### src/rtl/spi_ctrl_pkg.sv
// Shared definitions for the SPI transaction arbiter: FSM encoding, default
// start/done positions and the CONTROL byte layout used by SPI software.
package spi_ctrl_pkg;

  localparam logic [2:0] S_IDLE    = 3'd0;
  localparam logic [2:0] S_LOAD    = 3'd1;
  localparam logic [2:0] S_START   = 3'd2;
  localparam logic [2:0] S_WAIT    = 3'd3;
  localparam logic [2:0] S_READ    = 3'd4;
  localparam logic [2:0] S_CAPTURE = 3'd5;
  localparam logic [2:0] S_ABORT   = 3'd6;

  typedef enum logic [2:0] {
    StIdle    = S_IDLE,
    StLoad    = S_LOAD,
    StStart   = S_START,
    StWait    = S_WAIT,
    StRead    = S_READ,
    StCapture = S_CAPTURE,
    StAbort   = S_ABORT
  } state_e;

  // CONTROL byte layout as seen by the SPI master and its configuring software.
  typedef struct packed {
    logic       start;
    logic [1:0] mode;
    logic       lsb_first;
    logic [3:0] prescale;
  } spi_ctrl_t;

  localparam logic [7:0]  DEF_START_MASK = 8'h80;
  localparam int unsigned DEF_DONE_BIT   = 0;

endpackage

### src/rtl/rr_arbiter.sv
// Combinational round-robin picker: searches upward from ptr_i+1 with wrap and
// returns the first requester as a one-hot grant and an index.
module rr_arbiter #(
  parameter int unsigned N    = 2,
  parameter int unsigned IdxW = (N > 1) ? $clog2(N) : 1
) (
  input  logic [IdxW-1:0] ptr_i,
  input  logic [N-1:0]    req_i,
  output logic [N-1:0]    gnt_o,
  output logic [IdxW-1:0] idx_o
);

  logic found;

  always_comb begin
    gnt_o = '0;
    idx_o = '0;
    found = 1'b0;
    for (int unsigned off = 1; off <= N; off++) begin
      for (int unsigned i = 0; i < N; i++) begin
        if (!found && req_i[i] && (i == ((32'(ptr_i) + off) % N))) begin
          found    = 1'b1;
          gnt_o[i] = 1'b1;
          idx_o    = IdxW'(i);
        end
      end
    end
  end

endmodule

### src/rtl/spi_txn_arbiter.sv
// Shares one SPI master between N requesters: round-robin grant, then drives the
// WRITE / CONTROL / READ / CLR pins for one byte exchange and returns the rx byte.
module spi_txn_arbiter
  import spi_ctrl_pkg::*;
#(
  parameter int unsigned N          = 2,
  parameter logic [7:0]  START_MASK = DEF_START_MASK,
  parameter int unsigned DONE_BIT   = DEF_DONE_BIT,
  parameter int unsigned TIMEOUT    = 1024
) (
  input  logic           CLK,
  input  logic           CLR_N,
  input  logic [N-1:0]   REQ,
  input  logic [8*N-1:0] REQ_DATA,
  input  logic [8*N-1:0] REQ_CFG,
  output logic [N-1:0]   GNT,
  output logic [N-1:0]   ACK,
  output logic           ERR,
  output logic [7:0]     RSP_DATA,
  output logic           BUSY,
  output logic           SPI_CLR,
  output logic           SPI_WRITE,
  output logic           SPI_READ,
  output logic [7:0]     SPI_CONTROL,
  output logic [7:0]     SPI_TX,
  input  logic [7:0]     SPI_STATUS,
  input  logic [7:0]     SPI_RX
);

  localparam int unsigned   IdxW    = (N > 1) ? $clog2(N) : 1;
  localparam int unsigned   CntW    = $clog2(TIMEOUT + 1);
  localparam logic [CntW-1:0] CntLast = CntW'(TIMEOUT - 1);

  state_e          state_q, state_d;
  logic [IdxW-1:0] ptr_q, ptr_d;
  logic [N-1:0]    gnt_q, gnt_d, ack_q, ack_d;
  logic [7:0]      cfg_q, cfg_d, rsp_q, rsp_d, ctrl_q, ctrl_d, tx_q, tx_d;
  logic            err_q, err_d, busy_q, busy_d;
  logic            clr_q, clr_d, wr_q, wr_d, rd_q, rd_d, armed_q, armed_d;
  logic [CntW-1:0] cnt_q, cnt_d;

  logic [N-1:0]    rr_gnt;
  logic [IdxW-1:0] rr_idx;
  logic [7:0]      sel_data, sel_cfg;
  logic            done;
  logic            unused_status;

  assign done          = SPI_STATUS[DONE_BIT];
  assign unused_status = ^SPI_STATUS;

  rr_arbiter #(
    .N    (N),
    .IdxW (IdxW)
  ) u_rr (
    .ptr_i (ptr_q),
    .req_i (REQ),
    .gnt_o (rr_gnt),
    .idx_o (rr_idx)
  );

  // Grant is one-hot, so OR-ing the masked lanes selects the winner's bytes.
  always_comb begin
    sel_data = '0;
    sel_cfg  = '0;
    for (int unsigned i = 0; i < N; i++) begin
      if (rr_gnt[i]) begin
        sel_data = sel_data | REQ_DATA[8*i +: 8];
        sel_cfg  = sel_cfg | REQ_CFG[8*i +: 8];
      end
    end
  end

  // Next-state logic also computes the next value of every registered output.
  always_comb begin
    state_d = state_q;
    ptr_d   = ptr_q;
    gnt_d   = gnt_q;
    cfg_d   = cfg_q;
    rsp_d   = rsp_q;
    ctrl_d  = ctrl_q;
    tx_d    = tx_q;
    busy_d  = busy_q;
    cnt_d   = cnt_q;
    armed_d = armed_q;
    ack_d   = '0;
    err_d   = 1'b0;
    clr_d   = 1'b0;
    wr_d    = 1'b0;
    rd_d    = 1'b0;
    case (state_q)
      StIdle: begin
        if (|REQ) begin
          state_d = StLoad;
          ptr_d   = rr_idx;
          gnt_d   = rr_gnt;
          cfg_d   = sel_cfg;
          tx_d    = sel_data;
          wr_d    = 1'b1;
          busy_d  = 1'b1;
        end
      end
      StLoad: begin
        state_d = StStart;
        ctrl_d  = cfg_q | START_MASK;
      end
      StStart: begin
        state_d = StWait;
        cnt_d   = '0;
        armed_d = 1'b0;
      end
      StWait: begin
        cnt_d = cnt_q + CntW'(1);
        // A DONE still high from the previous byte must first be seen low.
        if (!done) armed_d = 1'b1;
        if (armed_q && done) begin
          state_d = StRead;
          rd_d    = 1'b1;
        end else if (cnt_q == CntLast) begin
          state_d = StAbort;
          clr_d   = 1'b1;
          ctrl_d  = '0;
          ack_d   = gnt_q;
          err_d   = 1'b1;
        end
      end
      StRead: begin
        state_d = StCapture;
        rsp_d   = SPI_RX;
        ack_d   = gnt_q;
        ctrl_d  = '0;
      end
      StCapture, StAbort: begin
        state_d = StIdle;
        gnt_d   = '0;
        busy_d  = 1'b0;
      end
      default: begin
        state_d = StIdle;
        gnt_d   = '0;
        busy_d  = 1'b0;
        ctrl_d  = '0;
      end
    endcase
  end

  always_ff @(posedge CLK or negedge CLR_N) begin
    if (!CLR_N) begin
      state_q <= StIdle;
      ptr_q   <= IdxW'(N - 1);
      gnt_q   <= '0;
      ack_q   <= '0;
      err_q   <= 1'b0;
      cfg_q   <= '0;
      rsp_q   <= '0;
      ctrl_q  <= '0;
      tx_q    <= '0;
      busy_q  <= 1'b0;
      clr_q   <= 1'b0;
      wr_q    <= 1'b0;
      rd_q    <= 1'b0;
      armed_q <= 1'b0;
      cnt_q   <= '0;
    end else begin
      state_q <= state_d;
      ptr_q   <= ptr_d;
      gnt_q   <= gnt_d;
      ack_q   <= ack_d;
      err_q   <= err_d;
      cfg_q   <= cfg_d;
      rsp_q   <= rsp_d;
      ctrl_q  <= ctrl_d;
      tx_q    <= tx_d;
      busy_q  <= busy_d;
      clr_q   <= clr_d;
      wr_q    <= wr_d;
      rd_q    <= rd_d;
      armed_q <= armed_d;
      cnt_q   <= cnt_d;
    end
  end

  assign GNT         = gnt_q;
  assign ACK         = ack_q;
  assign ERR         = err_q;
  assign RSP_DATA    = rsp_q;
  assign BUSY        = busy_q;
  assign SPI_CLR     = clr_q;
  assign SPI_WRITE   = wr_q;
  assign SPI_READ    = rd_q;
  assign SPI_CONTROL = ctrl_q;
  assign SPI_TX      = tx_q;

endmodule

### config.mk
export PLATFORM = sky130hd
export DESIGN_NAME = spi_txn_arbiter
export DESIGN_NICKNAME = d
export VERILOG_FILES = /design/src/rtl/spi_ctrl_pkg.sv /design/src/rtl/rr_arbiter.sv /design/src/rtl/spi_txn_arbiter.sv
export SDC_FILE = /design/constraint.sdc
export NUM_CORES = 1
export LEC_CHECK = 0
export ABC_AREA = 1
export CELL_PAD_IN_SITES_DETAIL_PLACEMENT = 1
export CELL_PAD_IN_SITES_GLOBAL_PLACEMENT = 1
export CORE_MARGIN = 2
export CORE_UTILIZATION = 35
export CTS_BUF_LIST = sky130_fd_sc_hd__clkbuf_16
export DETAILED_ROUTE_END_ITERATION = 6
export GPL_ROUTABILITY_DRIVEN = 1
export HOLD_SLACK_MARGIN = 0.08
export PLACE_DENSITY = 0.91
export SLEW_MARGIN = 20
export SYNTH_ARGS = -nofsm -noshare
export SYNTH_HDL_FRONTEND = slang
export SYNTH_HIERARCHICAL = 1
export SYNTH_SLANG_ARGS = --single-unit
### constraint.sdc
create_clock -name CLK -period 2.6 [get_ports CLK]
set_input_delay 0.52 -clock CLK [delete_from_list [all_inputs] [get_ports CLK]]
set_output_delay 0.52 -clock CLK [all_outputs]
set_load 0.02 [all_outputs]
==> results of run 1 <==
## path summary, 6_finish.rpt
| check | start | end | slack, ns | cells after the start |
|---|---|---|---|---|
| worst max-delay path | GNT[1] | GNT[1] | 0.77 | 1 |
| worst min-delay path | CLR_N | cnt_q[5] | 0.22 | 2 |
| worst max register to register | state_q[2] | ACK[1] | 0.97 | 7 |
| worst min register to register | SPI_CONTROL[6] | SPI_CONTROL[6] | 0.47 | 2 |
| max in group asynchronous | CLR_N | ptr_q | 2.09 | 2 |
| min in group CLK | SPI_CONTROL[6] | SPI_CONTROL[6] | 0.47 | 2 |
## report_power, final
group	switching, mW	total [mW]	leakage [nW]	internal [mW]
Clock	0.314	0.674	0.0700	0.361
Combinational	0.815	1.39	0.802	0.575
Sequential	0.173	1.31	0.713	1.14
Total	1.30	3.38	1.58	2.08
## placed cells by master (no fill, tap or decap)
cell type,synthesis,layout
a21boi_2,1,1
dfstp_2,1,1
nand3_1,13,13
nor3_1,1,1
nand2_1,103,103
a21oi_2,1,1
xor2_1,1,1
o21ai_1,1,1
buf_12,0,1
a22o_1,1,1
nor2_1,22,22
clkinv_4,0,2
clkinv_1,1,1
nand4_1,1,1
inv_1,20,20
buf_2,3,1
inv_2,1,1
o21ai_2,1,1
dfrtp_1,54,54
clkbuf_16,0,5
clkinvlp_4,0,1
buf_4,2,3
a21oi_1,5,5
nor2_2,1,1
a22oi_1,15,15
o21ai_0,25,25
ha_1,1,1
clkdlybuf4s50_1,0,74
## kinds of logic (layout without fill, tap and decap cells)
group	after synthesis	in the layout
AND/OR/NAND/NOR	141	141
buffers and inverters	31	109
adder cells (fa/ha/maj)	1	1
AO/OA/AOI/OAI	50	50
XOR/XNOR	1	1
flip-flops	55	55
## registers in the layout, indices dropped and copies added, names as in the netlist
register     flops
armed_q          1
cfg_q            7
GNT              2
state_q          3
ACK              2
SPI_CONTROL      8
BUSY             1
RSP_DATA         8
cnt_q           11
SPI_WRITE        1
SPI_CLR          1
ptr_q            1
SPI_TX           8
SPI_READ         1
## synthesized netlist by cell type
master / instances / area, sq um
nor2_2: 1 / 6.260
nor2_1: 22 / 82.58
inv_2: 1 / 3.750
clkbuf_1: 4 / 15.01
a21oi_2: 1 / 8.760
ha_1: 1 / 12.51
o21ai_0: 25 / 125.1
a22oi_1: 15 / 112.6
dfstp_2: 1 / 26.28
xor2_1: 1 / 8.760
buf_4: 2 / 15.01
o21ai_2: 1 / 8.760
a22o_1: 1 / 8.760
nor3_1: 1 / 5.000
o21ai_1: 1 / 5.000
clkinv_1: 1 / 3.750
inv_1: 20 / 75.07
nand3_1: 13 / 65.06
dfrtp_1: 54 / 1351
a21boi_2: 1 / 11.26
nand4_1: 1 / 6.260
a21oi_1: 5 / 25.02
buf_2: 3 / 15.01
nand2_1: 103 / 386.6
## area by class of cell
| type | instances | area [sq um] |
|---|---|---|
| clock buffers | 5 | 125.1 |
| clock inverters | 3 | 25.02 |
| fillers | 802 | 3304 |
| inverters | 22 | 82.58 |
| multi-input cells | 193 | 878.3 |
| flip-flops and latches | 55 | 1378 |
| well taps | 80 | 100.1 |
| repair buffers | 79 | 788.3 |
## per-layer routing
| layer | vias to the layer above | routed length [microns] | global-route usage (%) |
|---|---|---|---|
| li1 | 1055 | - | - |
| met1 | 1042 | 2673 | 23.87 |
| met2 | 53 | 3118 | 29.93 |
| met3 | 10 | 275 | 4.476 |
| met4 | 0 | 95 | 5.114 |
| met5 | - | 0 | 0 |
## metrics by stage
step           hold WS [ns]  instances
2_1_floorplan        0.2244        279
3_3_place_gp         0.4547        429
3_5_place_dp         0.4606        429
4_1_cts              0.2296        437
5_1_grt              0.2370        437
6_report             0.2228        437
==> flow_metrics.py, run 1 <==
metrics = {
    "grt": {
        "grt_pass1_wl_microns": 10800,
        "grt_max_degree": 56,
        "track_usage_pct": 18.15,
        "grt_overflow": 0,
        "grt_pass1_vias": 2285,
        "grt_antenna_before_repair": 0,
    },
    "floorplanning": {
        "start_util_pct": 35.67,
        "die_height_microns": 86.53,
        "die_w_microns": 86.53,
        "num_rows": 30,
        "dieArea_sq_mm": 0.007487,
        "io_pins": 85,
        "coreArea_sq_mm": 0.006681,
    },
    "pwr": {
        "power_density_mw_per_mm2": 1000,
        "total_power_mw": 3.378,
        "cellLeakagePower_nw": 1.585,
        "ir_drop_mv": 0.4587,
    },
    "layout": {
        "final_util_pct": 50.54,
        "diodes": 0,
        "drive_gt1_share_pct": 5.322,
        "fin_nets": 409,
        "syn_to_final_growth_pct": 41.68,
        "final_area_sq_mm": 0.003377,
    },
    "sta": {
        "hold_violations": 0,
        "worst_pin_slew_ns": 0.8985,
        "fin_crit_sh_pct": 70.48,
        "finalSetupViolCount": 0,
        "fmax_mhz": 545.7,
        "fin_worst_skew_ns": 0.005923,
        "post-route-min-period_ns": 1.832,
        "report.final.slew_viol_count": 0,
        "finalSetupTns_ns": 0,
        "rsz0062_at_grt": "no",
        "fin_ws_ns": 0.7676,
        "relSlewSlack_pct": 39.64,
    },
    "clocking": {
        "clkLatencyLatePin_ns": 0.29,
        "hold_buffers": 0,
        "htree_levels": 2,
        "cts.sinks": 55,
        "cts-root-buf": "clkbuf_16",
        "clk_pin_slew_ns": 0.07,
        "cts_buffers": 5,
        "clockBufferDepth": 2,
        "cts_setup_buffers": 0,
        "postCtsResizedCells": 0,
        "cts_tree": "yes",
    },
    "routing": {
        "vias_per_cell": 4.943,
        "wl_microns": 6162,
        "ant_nets": 0,
        "drtIter0Drc": 81,
        "wire_per_inst_microns": 14.10,
        "drtPass1Iterations": 4,
        "route.detailed.drc": 0,
        "dr_total_vias": 2160,
    },
    "worst_setup_path": {
        "path_max_fanout": 2,
        "cp_cell_sequence": "clkdlybuf4s50_1",
        "crit_path_end_kind": "output pin",
        "cp.arrival_ns": 1.31,
        "setup.worst_path.class": "register to output pin",
        "slowest_delay_ns": 0.64,
        "crit_path_top_delay_cell": "clkdlybuf4s50_1",
        "cp.required_ns": 2.08,
        "cp-start-kind": "register",
        "crit_buf_inv": 1,
        "critical-path-top-delay-family": "buffers and inverters",
    },
    "min_path": {
        "hold_class": "input port to async pin",
    },
    "place": {
        "io_buffers": 75,
        "post-place-ws_ns": 0.5240,
        "place_congestion": 0.7436,
        "dp_hpwl_microns": 4323,
        "dpl_cell_area_sq_mm": 0.003227,
    },
    "logic_synthesis": {
        "ys_ff_latch": 55,
        "synth_cell_types": 24,
        "synth_mux_area_share_pct": 0,
        "syn-cell-area_sq_mm": 0.002384,
        "synth_xor_area_share_pct": 0.3675,
        "syn_inst": 279,
        "ys_warn_count": 6,
        "yosysSeqAreaShare_pct": 57.80,
        "synth_nets": 332,
        "synth_top_family_by_area": "simple AND/OR/NAND/NOR gates",
        "synth_compound_area_share_pct": 12.81,
        "synthSimpleGateAreaFrac_pct": 23.15,
        "synthAdderAreaFrac_pct": 0.5249,
        "syn_avg_cell_area_sq_um": 8.543,
    },
    "job": {
        "timing.max_cap.violations": 0,
    },
    "outcome": {
        "run_status": "complete, no violations",
    },
}
No activity file was read; power rests on OpenSTA's default activity.
==> inputs of run 2 (changes only) <==
- CORE_UTILIZATION: 35 -> 29
- PLACE_DENSITY: 0.91 -> 0.82
- clock period: 2.6 -> 1.55 ns (I/O delays scaled with it)
==> run 2 against run 1 <==
  * Non-clock buffer count is 14 higher
  * Via count is 0.28% higher
  * Sequential share of layout area is 2.2 points lower
  * Critical path depth is 7 higher
  * Largest cell class unchanged
  * Largest power group unchanged
==> flow_metrics.py, run 2 (same netlist as run 1, synthesis figures left out) <==
metrics = {
    "worst_setup_path": {
        "startpoint": "cnt_q[0]",
        "crit_path_end_kind": "register",
        "path_max_fanout": 8,
        "cp-start-kind": "register",
        "cp.required_ns": 1.72,
        "setup.worst_path.class": "register to register",
        "cp.arrival_ns": 1.63,
        "crit-reg2reg-launch": "cnt_q[0]",
    },
    "min_path": {
        "min-delay-start": "SPI_CONTROL[6]",
        "hold_class": "register to register",
    },
    "floorplanning": {
        "die_w_microns": 94.66,
        "dieArea_sq_mm": 0.008961,
        "start_util_pct": 29.45,
        "die_height_microns": 94.66,
        "num_rows": 33,
        "coreArea_sq_mm": 0.008093,
        "io_pins": 85,
    },
    "grt": {
        "track_usage_pct": 14.81,
        "grt_antenna_before_repair": 0,
        "grt_pass1_wl_microns": 10610,
        "grt_max_degree": 33,
        "grt_overflow": 0,
        "grt_pass1_vias": 2271,
    },
    "pwr": {
        "share_comb_of_total_power_pct": 41.0,
        "power_frac_clock_pct": 21.1,
        "ir_drop_mv": 0.8128,
        "cellLeakagePower_nw": 1.848,
        "power.share.switching_pct": 38.16,
        "total_power_mw": 5.829,
        "seq_power_share_pct": 37.9,
        "p_switching_mw": 2.224,
        "power_density_mw_per_mm2": 1631,
        "p_int_mw": 3.605,
    },
    "sta": {
        "holdWs_ns": 0.4663,
        "fin_worst_skew_ns": 0.003747,
        "finalSetupViolCount": 0,
        "fin_crit_sh_pct": 94.67,
        "relSlewSlack_pct": 69.53,
        "worst_pin_slew_ns": 0.4571,
        "post-route-min-period_ns": 1.467,
        "finalSetupTns_ns": 0,
        "fin_ws_ns": 0.08261,
        "fmax_mhz": 681.5,
        "hold_violations": 0,
        "report.final.slew_viol_count": 0,
    },
    "routing": {
        "drtIter0Drc": 72,
        "ant_nets": 0,
        "route.detailed.drc": 0,
        "dr_total_vias": 2166,
        "drtPass1Iterations": 4,
        "wl_microns": 6517,
        "wire_per_inst_microns": 13.72,
        "vias_per_cell": 4.560,
    },
    "layout": {
        "drive_gt1_share_pct": 11.35,
        "max_flop_register": "cnt_q",
        "fin_nets": 423,
        "layout_common_cells": "nand2_1 (101), dfrtp_1 (52), clkdlybuf4s50_1 (41), dlygate4sd2_1 (28), o21ai_0 (25)",
        "final_common_cell": "nand2_1",
        "largest_reg_flops": 11,
        "fin_cells": 475,
        "diodes": 0,
        "syn_to_final_growth_pct": 49.97,
    },
    "place": {
        "place_congestion": 0.7608,
        "place_inst": 467,
        "dp_hpwl_microns": 4674,
        "post-place-ws_ns": -0.07969,
        "io_buffers": 75,
    },
    "clocking": {
        "cts_tree": "yes",
        "clkLatencyLatePin_ns": 0.29,
        "cts_buffers": 5,
        "cts.sinks": 55,
        "htree_levels": 2,
        "clockBufferDepth": 2,
        "cts-root-buf": "clkbuf_16",
        "clk_pin_slew_ns": 0.07,
        "cts_setup_buffers": 0,
    },
    "outcome": {
        "run_status": "complete, no violations",
    },
    "job": {
        "timing.max_cap.violations": 0,
    },
}
run 2: cell types whose count changed in the layout (fill, tap and decap cells not counted), sizes merged:
cell,before,now
dlygate4sd2,0,28
clkdlybuf4s50,74,41
clkinv,3,1
bufinv,0,1
clkinvlp,1,0
inv,21,22
dlymetal6s2s,0,5
dlygate4sd3,0,1
buf,5,18
run 2: cell type report:
class	instances	area, sq um
inverters	22	82.58
flip-flops and latches	55	1380
multi-input cells	193	910.9
clock inverters	2	33.78
clock buffers	5	125.1
fillers	967	4518
repair buffers	93	910.9
well taps	105	131.4
run 2: power groups by stage:
stage	registers [mW]	logic [mW]	clock network [mW]
after floorplan	2.54	0.951	0
after global placement	2.21	2.43	0
after detailed placement	2.22	2.50	0
after CTS	2.20	2.35	1.26
after global routing	2.29	2.64	1.32
final	2.21	2.39	1.23
run 2: stage by stage:
step                utilization (%)  instance area [sq um]
finish                        44.17                   3575
global route                  44.17                   3575
CTS                           43.61                   3530
detailed placement            41.93                   3393
global placement              41.93                   3393
floorplan                         -                   2384
run 2: metal layers:
layer	vias to the layer above	wire [microns]	GRT usage, %
met4	0	97	3.986
li1	1077	-	-
met1	1035	2940	19.05
met5	-	0	0
met3	9	278	3.352
met2	45	3201	25.12
run 2: timing repair:
item / CTS / global route
setup endpoints to repair: 29 / 23
gates resized for setup: 29 / 17
hold buffers: 1 / 0
pin swaps: 0 / 0
endpoints found under the hold margin: 15 / 0
run 2: worst max-delay path: stages (launching register included):
cell and delay (ns):
dfrtp_1 0.41, ha_2 0.22, nand2_1 0.07, nor2_1 0.14
nand3_1 0.15, nand2_2 0.11, nand2_4 0.09, nand2_1 0.09
nand2_1 0.07
run 2: final timing paths:
| path | to | slack (ns) | cells after the start |
|---|---|---|---|
| worst max-delay path | SPI_CONTROL[4] | 0.08 | 8 |
| worst min-delay path | SPI_CONTROL[6] | 0.47 | 2 |
| worst max register to register | SPI_CONTROL[4] | 0.08 | 8 |
| worst min register to register | SPI_CONTROL[6] | 0.47 | 2 |
| max in group asynchronous | ptr_q | 0.49 | 3 |
| min in group asynchronous | cnt_q[7] | 0.51 | 2 |
